File: src/rtl/serdes_framed_if.sv
// Bus bundle for serdes_framed: enable, serial pins and both parallel handshakes.
// The design connects through the slave modport and its environment through master.
interface serdes_framed_if #(
  parameter int WIDTH = 8
);
  logic             en;
  logic             rx_bit;
  logic [WIDTH-1:0] rx_data;
  logic             rx_valid;
  logic             rx_ready;
  logic             rx_perr;
  logic             rx_overrun;
  logic             rx_frame_err;
  logic [WIDTH-1:0] tx_data;
  logic             tx_valid;
  logic             tx_ready;
  logic             tx_bit;

  modport master (
    output en, rx_bit, rx_ready, tx_data, tx_valid,
    input  rx_data, rx_valid, rx_perr, rx_overrun, rx_frame_err, tx_ready, tx_bit
  );

  modport slave (
    input  en, rx_bit, rx_ready, tx_data, tx_valid,
    output rx_data, rx_valid, rx_perr, rx_overrun, rx_frame_err, tx_ready, tx_bit
  );
endinterface

File: src/rtl/serdes_framed.sv
// Framed serializer/deserializer: one bit per clock, start/stop framing,
// optional even parity, ready/valid handshake on both parallel sides.
module serdes_framed #(
  parameter int WIDTH     = 8,
  parameter bit PARITY_EN = 1'b1,
  parameter bit LSB_FIRST = 1'b1
) (
  input  logic           clk,
  input  logic           rst,
  serdes_framed_if.slave bus
);
  localparam int            CW   = (WIDTH > 1) ? $clog2(WIDTH) : 1;
  localparam logic [CW-1:0] LAST = CW'(WIDTH - 1);

  typedef enum logic [2:0] {RX_IDLE, RX_DATA, RX_PAR, RX_STOP, RX_RESYNC} rx_state_e;
  typedef enum logic [2:0] {TX_IDLE, TX_START, TX_DATA, TX_PAR, TX_STOP} tx_state_e;

  rx_state_e        rx_state_q;
  logic [CW-1:0]    rx_cnt_q;
  logic [WIDTH-1:0] rx_shift_q;
  logic [WIDTH-1:0] rx_shift_d;
  logic [WIDTH-1:0] rx_data_q;
  logic             rx_valid_q;
  logic             rx_perr_q;
  logic             rx_par_err_q;
  logic             rx_overrun_q;
  logic             rx_frame_err_q;
  logic             rx_consume_s;

  tx_state_e        tx_state_q;
  logic [CW-1:0]    tx_cnt_q;
  logic [WIDTH-1:0] tx_shift_q;
  logic             tx_par_q;
  logic             tx_bit_q;
  logic             tx_ready_s;
  logic             tx_accept_s;

  function automatic logic even_parity(input logic [WIDTH-1:0] word);
    return ^word;
  endfunction

  function automatic logic [WIDTH-1:0] shift_in(input logic [WIDTH-1:0] word, input logic b);
    return LSB_FIRST ? {b, word[WIDTH-1:1]} : {word[WIDTH-2:0], b};
  endfunction

  function automatic logic first_bit(input logic [WIDTH-1:0] word);
    return LSB_FIRST ? word[0] : word[WIDTH-1];
  endfunction

  function automatic logic [WIDTH-1:0] shift_out(input logic [WIDTH-1:0] word);
    return LSB_FIRST ? {1'b0, word[WIDTH-1:1]} : {word[WIDTH-2:0], 1'b0};
  endfunction

  // The consumer handshake is independent of en; loading a new word overrides the clear.
  assign rx_consume_s = rx_valid_q & bus.rx_ready;
  assign rx_shift_d   = shift_in(rx_shift_q, bus.rx_bit);
  assign tx_ready_s   = bus.en & ((tx_state_q == TX_IDLE) | (tx_state_q == TX_STOP));
  assign tx_accept_s  = bus.tx_valid & tx_ready_s;

  assign bus.rx_data      = rx_data_q;
  assign bus.rx_valid     = rx_valid_q;
  assign bus.rx_perr      = rx_perr_q;
  assign bus.rx_overrun   = rx_overrun_q;
  assign bus.rx_frame_err = rx_frame_err_q;
  assign bus.tx_ready     = tx_ready_s;
  assign bus.tx_bit       = tx_bit_q;

  // Receive FSM, deserializer and output word register.
  always_ff @(posedge clk or posedge rst) begin
    if (rst) begin
      rx_state_q     <= RX_IDLE;
      rx_cnt_q       <= {CW{1'b0}};
      rx_shift_q     <= {WIDTH{1'b0}};
      rx_data_q      <= {WIDTH{1'b0}};
      rx_valid_q     <= 1'b0;
      rx_perr_q      <= 1'b0;
      rx_par_err_q   <= 1'b0;
      rx_overrun_q   <= 1'b0;
      rx_frame_err_q <= 1'b0;
    end else begin
      rx_overrun_q   <= 1'b0;
      rx_frame_err_q <= 1'b0;
      if (rx_consume_s) begin
        rx_valid_q <= 1'b0;
      end
      if (bus.en) begin
        case (rx_state_q)
          RX_IDLE: begin
            if (!bus.rx_bit) begin
              rx_state_q   <= RX_DATA;
              rx_cnt_q     <= {CW{1'b0}};
              rx_par_err_q <= 1'b0;
            end
          end
          RX_DATA: begin
            rx_shift_q <= rx_shift_d;
            if (rx_cnt_q == LAST) begin
              rx_cnt_q   <= {CW{1'b0}};
              rx_state_q <= PARITY_EN ? RX_PAR : RX_STOP;
            end else begin
              rx_cnt_q <= rx_cnt_q + CW'(1);
            end
          end
          RX_PAR: begin
            rx_par_err_q <= even_parity(rx_shift_q) ^ bus.rx_bit;
            rx_state_q   <= RX_STOP;
          end
          RX_STOP: begin
            if (bus.rx_bit) begin
              if (!rx_valid_q || rx_consume_s) begin
                rx_data_q  <= rx_shift_q;
                rx_perr_q  <= rx_par_err_q;
                rx_valid_q <= 1'b1;
              end else begin
                rx_overrun_q <= 1'b1;
              end
              rx_state_q <= RX_IDLE;
            end else begin
              rx_frame_err_q <= 1'b1;
              rx_state_q     <= RX_RESYNC;
            end
          end
          RX_RESYNC: begin
            if (bus.rx_bit) begin
              rx_state_q <= RX_IDLE;
            end
          end
          default: rx_state_q <= RX_IDLE;
        endcase
      end
    end
  end

  // Transmit FSM; tx_bit always shows the bit belonging to the current state.
  always_ff @(posedge clk or posedge rst) begin
    if (rst) begin
      tx_state_q <= TX_IDLE;
      tx_cnt_q   <= {CW{1'b0}};
      tx_shift_q <= {WIDTH{1'b0}};
      tx_par_q   <= 1'b0;
      tx_bit_q   <= 1'b1;
    end else if (bus.en) begin
      case (tx_state_q)
        TX_IDLE, TX_STOP: begin
          if (tx_accept_s) begin
            tx_shift_q <= bus.tx_data;
            tx_par_q   <= even_parity(bus.tx_data);
            tx_state_q <= TX_START;
            tx_bit_q   <= 1'b0;
          end else begin
            tx_state_q <= TX_IDLE;
            tx_bit_q   <= 1'b1;
          end
        end
        TX_START: begin
          tx_bit_q   <= first_bit(tx_shift_q);
          tx_shift_q <= shift_out(tx_shift_q);
          tx_cnt_q   <= {CW{1'b0}};
          tx_state_q <= TX_DATA;
        end
        TX_DATA: begin
          if (tx_cnt_q == LAST) begin
            tx_cnt_q   <= {CW{1'b0}};
            tx_state_q <= PARITY_EN ? TX_PAR : TX_STOP;
            tx_bit_q   <= PARITY_EN ? tx_par_q : 1'b1;
          end else begin
            tx_cnt_q   <= tx_cnt_q + CW'(1);
            tx_bit_q   <= first_bit(tx_shift_q);
            tx_shift_q <= shift_out(tx_shift_q);
          end
        end
        TX_PAR: begin
          tx_state_q <= TX_STOP;
          tx_bit_q   <= 1'b1;
        end
        default: begin
          tx_state_q <= TX_IDLE;
          tx_bit_q   <= 1'b1;
        end
      endcase
    end
  end
endmodule

File: src/flat_wrapper.sv
// flat-port wrapper written by rule: the top's interface ports become plain ports
module serdes_framed_flat 
#(
  parameter int WIDTH     = 8,
  parameter bit PARITY_EN = 1'b1,
  parameter bit LSB_FIRST = 1'b1
)
  (clk, rst, bus_en, bus_rx_bit, bus_rx_ready, bus_tx_data, bus_tx_valid, bus_rx_data, bus_rx_valid, bus_rx_perr, bus_rx_overrun, bus_rx_frame_err, bus_tx_ready, bus_tx_bit);
  serdes_framed_if #(.WIDTH(WIDTH)) bus_i ();
  input  logic clk;
  input  logic rst;
  input wire logic [$bits(bus_i.en)-1:0] bus_en;
  input wire logic [$bits(bus_i.rx_bit)-1:0] bus_rx_bit;
  input wire logic [$bits(bus_i.rx_ready)-1:0] bus_rx_ready;
  input wire logic [$bits(bus_i.tx_data)-1:0] bus_tx_data;
  input wire logic [$bits(bus_i.tx_valid)-1:0] bus_tx_valid;
  output wire logic [$bits(bus_i.rx_data)-1:0] bus_rx_data;
  output wire logic [$bits(bus_i.rx_valid)-1:0] bus_rx_valid;
  output wire logic [$bits(bus_i.rx_perr)-1:0] bus_rx_perr;
  output wire logic [$bits(bus_i.rx_overrun)-1:0] bus_rx_overrun;
  output wire logic [$bits(bus_i.rx_frame_err)-1:0] bus_rx_frame_err;
  output wire logic [$bits(bus_i.tx_ready)-1:0] bus_tx_ready;
  output wire logic [$bits(bus_i.tx_bit)-1:0] bus_tx_bit;
  assign bus_i.en = bus_en;
  assign bus_i.rx_bit = bus_rx_bit;
  assign bus_i.rx_ready = bus_rx_ready;
  assign bus_i.tx_data = bus_tx_data;
  assign bus_i.tx_valid = bus_tx_valid;
  assign bus_rx_data = bus_i.rx_data;
  assign bus_rx_valid = bus_i.rx_valid;
  assign bus_rx_perr = bus_i.rx_perr;
  assign bus_rx_overrun = bus_i.rx_overrun;
  assign bus_rx_frame_err = bus_i.rx_frame_err;
  assign bus_tx_ready = bus_i.tx_ready;
  assign bus_tx_bit = bus_i.tx_bit;
  serdes_framed #(.WIDTH(WIDTH), .PARITY_EN(PARITY_EN), .LSB_FIRST(LSB_FIRST)) u_core (.clk(clk), .rst(rst), .bus(bus_i));
endmodule
File: config.mk
export PLATFORM = sky130hd
export DESIGN_NAME = serdes_framed_flat
export DESIGN_NICKNAME = d
export VERILOG_FILES = /design/src/rtl/serdes_framed_if.sv /design/src/rtl/serdes_framed.sv /design/src/flat_wrapper.sv
export SDC_FILE = /design/constraint.sdc
export NUM_CORES = 1
export LEC_CHECK = 0
export ABC_CLOCK_PERIOD_IN_PS = 2400
export BUFFER_PORTS_ARGS = -buffer_cell sky130_fd_sc_hd__clkbuf_2
export CELL_PAD_IN_SITES_DETAIL_PLACEMENT = 1
export CELL_PAD_IN_SITES_GLOBAL_PLACEMENT = 2
export CORE_ASPECT_RATIO = 1.1
export CORE_MARGIN = 3
export CORE_UTILIZATION = 38
export DETAILED_ROUTE_END_ITERATION = 8
export PLACE_DENSITY = 0.84
export SLEW_MARGIN = 5
export SYNTH_ARGS = -nofsm -noshare
export SYNTH_HDL_FRONTEND = slang
export SYNTH_SLANG_ARGS = --single-unit
File: constraint.sdc
create_clock -name clk -period 2.4 [get_ports clk]
set_clock_uncertainty 0.05 [all_clocks]
set_input_delay 0.48 -clock clk [delete_from_list [all_inputs] [get_ports clk]]
set_output_delay 0.48 -clock clk [all_outputs]
set_load 0.03 [all_outputs]
==> results.toml, run 1 <==
[clock_tree]
cts.htree.levels = 2
worstSkewPairLatency_ns = 0.29
postCtsSetupBuffers = 0
cts_buffer_depth = 2
cts_hold_buffers = 0
cts_inserted_buffers = 5
cts_tree = "yes"
cts.clk_slew.worst_paths_ns = 0.09
cts_sinks = 43
clock-root-buffer = "clkbuf_8"
post_cts_resized = 0

[route]
maxUsedRoutingLayer = "met4"
routedWlPerCell_um = 15.2
detail-route-antenna-nets = 0
first_iter_violations = 89
drt_wl_total_um = 4190
num_vias = 1382
met1_length_um = 1770
drt_pass1_iterations = 4
viasPerCell = 5.03
route.met2.wl_um = 2260
dr_wl_met3_um = 127
drc = 0

[yosys]
synth-compound-area-share = 0.107
netlist_instances = 171
synth.avg_cell_area_um2 = 12.3
seq_area_frac_synth = 0.514
synth-edff-count = 0
yosys_warnings = 0
ys_ff_latch = 43
yosys.area.top_type = "dfrtp_1"
synthMuxAreaShare = 0.177
yosysUniqueCellTypes = 34
synthArstFlopShare = 1.00
syn_nets = 189
synth_top_family_by_area = "multiplexers"
synth_top_cells_by_area = "dfrtp_1, mux2_2, xnor2_1"
synth_area_mm2 = 0.00210
synthFlopType = "dfrtp_1"
synthSimpleGateAreaFrac = 0.0829
synth_top_area_share = 0.501
synth_xor_area_frac = 0.0692
synthAdderAreaFrac = 0.0239

[die]
rows = 27
core_area_mm2 = 0.00517
die_x_um = 76.8
dieArea_mm2 = 0.00645
die_height_um = 83.9
ios = 28
initial_utilization = 0.406

[cells_and_area]
finish.net_count = 220
mostFrequentLayoutCell = "dfrtp_1"
fill_cells = 556
multi_input_area_um2 = 966
area.growth.synth_to_final_pct = 14.4
seqCellArea_mm2 = 0.00108
diodes = 0
layout_common_cells = "dfrtp_1, mux2_2, clkbuf_2, xnor2_1, a22o_1"
drive_above_1_share = 0.369

[timing]
period_needed_ns = 2.21
rsz0062_at_grt = "false"
tightest_slew_ns = 0.528
drv_slew = 0
fmax_mhz = 453
timing.setup.tns_ns = 0
finalCritPeriodShare = 0.919
worst_slack_ns = 0.194
setup_viol = 0
finalHoldViolCount = 0
slew-limit-headroom = 0.648

[global_route]
grt_max_degree = 44
overflow = 0
grt_usage = 0.144
grt_pass1_wl_um = 7470
first_global_vias = 1505
antenna_found_initial = 0

[pwr]
irDropWorstVdd_mv = 0.655
p_leak_nw = 1.11
powerDensity_mw_per_mm2 = 1320

[worst_setup_path]
path_max_fanout = 8
cpPeakStageDelay_ns = 0.42
path_cells = "ha_1 > ha_1 > or3b_1 > nor2_1 > o21a_1 > mux2_2"
cp_slowest_cell = "dfrtp_1"
arrival_ns = 2.33
end_kind = "flop"
path_common_cell = "ha_1"
critPathLaunch = "u_core.tx_cnt_q[0]"
r2r_start = "u_core.tx_cnt_q[0]"
path_class = "flop to flop"
cp.required_ns = 2.52
start_kind = "flop"

[status]
status = "completed"

[hold_path]
holdCritPathClass = "primary input to asynchronous set/reset pin"

[place]
routabilityCongestion = 0.816
io_buffers = 27
dp_slack_ns = 0.191
hpwl_um = 3090

[flow_run]
maxCapViolations = 0
worst paths after layout:
path                            slack (ns)                     to  cells after the start
worst max-delay path                  0.19   u_core.tx_shift_q[3]                      6
worst min-delay path                  0.24  u_core.bus.rx_data[3]                      3
worst max register to register        0.19   u_core.tx_shift_q[3]                      6
worst min register to register        0.46   u_core.tx_shift_q[5]                      1
max in group asynchronous             1.69      u_core.bus.tx_bit                      3
min in group clk                      0.37        u_core.tx_par_q                      2
area by class of cell:
| cell class | count | share of cell area |
|---|---|---|
| Clock inverter | 3 | 0.00991 |
| Sequential cell | 43 | 0.449 |
| Clock buffer | 5 | 0.0287 |
| Multi-Input combinational cell | 117 | 0.403 |
| Tap cell | 72 | 0.0376 |
| Timing Repair Buffer | 29 | 0.0626 |
| Inverter | 6 | 0.00939 |
per-layer routing:
| metal | vias up | GRT usage |
|---|---|---|
| li1 | 671 | - |
| met1 | 685 | 0.174 |
| met2 | 22 | 0.249 |
| met3 | 4 | 0.0378 |
| met4 | 0 | 0.0445 |
| met5 | - | 0 |
where the power goes:
part | internal (W) | total (W) | switching, W
clock | 0.000208 | 0.000466 | 0.000258
combinational | 0.000738 | 0.00142 | 0.000679
sequential | 0.00103 | 0.00129 | 0.000261
state kept, by name (all words and copies together) (netlist names), 3 cells and up:
name,count
u_core.rx_state_q,3
u_core.tx_cnt_q,3
u_core.bus.rx_data,8
u_core.rx_shift_q,8
u_core.tx_shift_q,8
u_core.tx_state_q,3
u_core.rx_cnt_q,3
cell usage after synthesis (2+ instances only):
cell,instances
o22ai_1,3
nand2b_1,5
o21ai_0,7
dfrtp_1,42
ha_1,4
xnor2_1,14
nor2b_1,3
a21oi_1,5
nor3_1,2
nor2_1,7
mux2_2,33
nand3_1,3
nor2_2,2
inv_1,6
a31oi_1,3
nand2_1,6
a22o_1,8
clkbuf_1,2
worst max-delay path: cells and delay by family (launching register included):
family / cells / cell delay [ns]
multiplexers: 1 / 0.38
flip-flops: 1 / 0.42
AO/OA/AOI/OAI: 1 / 0.33
adder cells (fa/ha/maj): 2 / 0.44
AND/OR/NAND/NOR: 2 / 0.47
stage by stage:
stage / power (W) / instance area (um2) / util / hold slack (ns) / std cells
global route: 0.00342 / 2400 / 0.464 / 0.292 / 275
CTS: 0.00324 / 2400 / 0.464 / 0.252 / 275
global placement: 0.00263 / 2310 / 0.446 / 0.435 / 267
floorplan: 0.00240 / 2100 / - / 0.420 / 171
detailed placement: 0.00273 / 2310 / 0.446 / 0.444 / 267
finish: 0.00318 / 2400 / 0.464 / 0.242 / 275
cells by family after synthesis:
| logic type | count (synthesis) |
|---|---|
| DFF | 43 |
| muxes | 33 |
| and+or+nand+nor | 33 |
| AOI/OAI and AO/OA | 32 |
| xor gates and xnor gates | 15 |
| buffers and inverters | 11 |
| adders and majority gates | 4 |
(Power assumes the default switching activity.)
==> run 2: changes to the inputs <==
ABC_AREA = 1   (was default)
CORE_UTILIZATION = 34   (was 38)
SLEW_MARGIN = 15   (was 5)
==> run 2 against run 1 <==
- design area increased by 6.8%
- utilization down 5.5 points
- die area is 18% higher
- clock power is 45% higher
- critical endpoint is now bus_tx_ready
- area after synthesis up 6.6%
- critical path type is now primary input to primary output
- flip-flop and latch count is the same
- largest cell class unchanged
- non-clock buffer count is 1 lower
==> results.toml, run 2 <==
[timing]
finalHoldViolCount = 0
slew-limit-headroom = 0.630
finalCritPeriodShare = 0.752
period_needed_ns = 1.80
fmax_mhz = 554
tightest_slew_ns = 0.555
drv_slew = 0
rsz0062_at_grt = "false"
setup_viol = 0
timing.setup.tns_ns = 0

[clock_tree]
cts.clk_slew.worst_paths_ns = 0.08
cts_sinks = 43
postCtsSetupBuffers = 0
cts_inserted_buffers = 5
cts_tree = "yes"
cts.htree.levels = 2
post_cts_resized = 0
cts_hold_buffers = 0
worstSkewPairLatency_ns = 0.30
clock-root-buffer = "clkbuf_8"
cts_buffer_depth = 2

[yosys]
synth_top_area_share = 0.470
synth_top_cells_by_area = "dfrtp_1, nand2_1, inv_1"
syn_nets = 281
ys_ff_latch = 43
synth-compound-area-share = 0.133
synthArstFlopShare = 1.00
synth_area_mm2 = 0.00224
synth-edff-count = 0
yosysUniqueCellTypes = 30
synthAdderAreaFrac = 0.0224
seq_area_frac_synth = 0.482
yosys.area.top_type = "dfrtp_1"
synth_top_family_by_area = "simple AND/OR/NAND/NOR gates"
synth.avg_cell_area_um2 = 8.50
synthSimpleGateAreaFrac = 0.250
yosys_warnings = 0
yosys-top-cells-count = "nand2_1, dfrtp_1, inv_1, o21ai_0, nor2_1"
synthMuxAreaShare = 0
synth_xor_area_frac = 0.0274
netlist_instances = 263
synthFlopType = "dfrtp_1"
yosysMostFrequentCell = "nand2_1"

[cells_and_area]
layout_common_cells = "nand2_1, dfrtp_1, inv_1, clkbuf_2, o21ai_0"
fill_cells = 769
mostFrequentLayoutCell = "nand2_1"
drive_above_1_share = 0.245
seqCellArea_mm2 = 0.00108
area.growth.synth_to_final_pct = 14.6
diodes = 0
multi_input_area_um2 = 968
final_util = 0.409
finish.net_count = 311

[die]
initial_utilization = 0.357
dieArea_mm2 = 0.00759
rows = 30
die_x_um = 83.3
ios = 28
core_area_mm2 = 0.00627
die_height_um = 91.1

[global_route]
overflow = 0
first_global_vias = 1841
grt_max_degree = 44
grt_usage = 0.133
grt_pass1_wl_um = 8250
antenna_found_initial = 0

[pwr]
powerDensity_mw_per_mm2 = 1320
p_leak_nw = 1.32
irDropWorstVdd_mv = 0.432

[status]
status = "completed"

[worst_setup_path]
crit-reg2reg-capture = "u_core.tx_shift_q[4]"
path_max_fanout = 11
end_kind = "primary output"
critPathLaunch = "bus_en"
arrival_ns = 1.27
reg2reg_depth = 6
r2r_slack_ns = 0.87
crit_end = "bus_tx_ready"
r2r_start = "u_core.tx_cnt_q[0]"
path_class = "primary input to primary output"
start_kind = "primary input"
cp.required_ns = 1.87

[route]
drc = 0
drt_wl_total_um = 4640
viasPerCell = 4.72
drt_pass1_iterations = 3
detail-route-antenna-nets = 0
first_iter_violations = 45
routedWlPerCell_um = 12.4
num_vias = 1765

[hold_path]
holdCritPathClass = "primary input to asynchronous set/reset pin"

[flow_run]
maxCapViolations = 0

[place]
hpwl_um = 3500
io_buffers = 27
routabilityCongestion = 0.694
## run 2: cell families after synthesis
logic type	Yosys count
AND/OR/NAND/NOR	122
AO/OA/AOI/OAI	46
flip-flops	43
buffers and inverters	41
XOR/XNOR	7
adder cells (fa/ha/maj)	4
## run 2: per-stage QoR
stage / setup slack, ns / total power [W] / hold WS [ns] / cells / instance area, um2
final: 0.595 / 0.00338 / 0.237 / 374 / 2560
after global routing: 0.507 / 0.00372 / 0.279 / 374 / 2560
after CTS: 0.570 / 0.00344 / 0.261 / 374 / 2560
after detailed placement: 0.561 / 0.00274 / 0.412 / 366 / 2430
after global placement: 0.615 / 0.00269 / 0.409 / 366 / 2430
after floorplan: 0.665 / 0.00244 / 0.396 / 263 / 2240
## run 2: how the worst min path moves through the flow
stage	startpoint	to	slack (ns)
3_3_place_gp	u_core.bus.rx_perr	u_core.bus.rx_perr	0.41
3_5_place_dp	u_core.bus.rx_perr	u_core.bus.rx_perr	0.41
6_report	rst	u_core.rx_cnt_q[1]	0.24
5_1_grt	rst	u_core.rx_par_err_q	0.28
2_1_floorplan	u_core.tx_cnt_q[1]	u_core.tx_cnt_q[1]	0.40
4_1_cts	rst	u_core.tx_state_q[2]	0.26
## run 2: report_power, final
part	internal, W	switching, W
Clock	0.000415	0.000261
Sequential	0.00103	0.000186
Combinational	0.000486	0.00100
## run 2: worst max-delay path, cell delays in order
cell,delay (ns)
clkbuf_2,0.25
inv_2,0.13
nor3_2,0.17
clkbuf_2,0.24
## run 2: routing by layer
metal  global-route usage  wire length [um]  vias up  part of all wire
met5                    0                 0        -                 0
met4               0.0463                94        0             0.020
met3               0.0327               160        7             0.034
met2                0.239              2360       25              0.51
met1                0.151              2030      847              0.44
li1                     -                 -      886                 -
## run 2: layout make-up
type	count	share of cell area
sequential	43	0.420
clock inverter	3	0.0264
tap	80	0.0391
clock buffer	5	0.0269
multi-input combinational	179	0.378
inverter	36	0.0537
timing repair buffer	28	0.0557
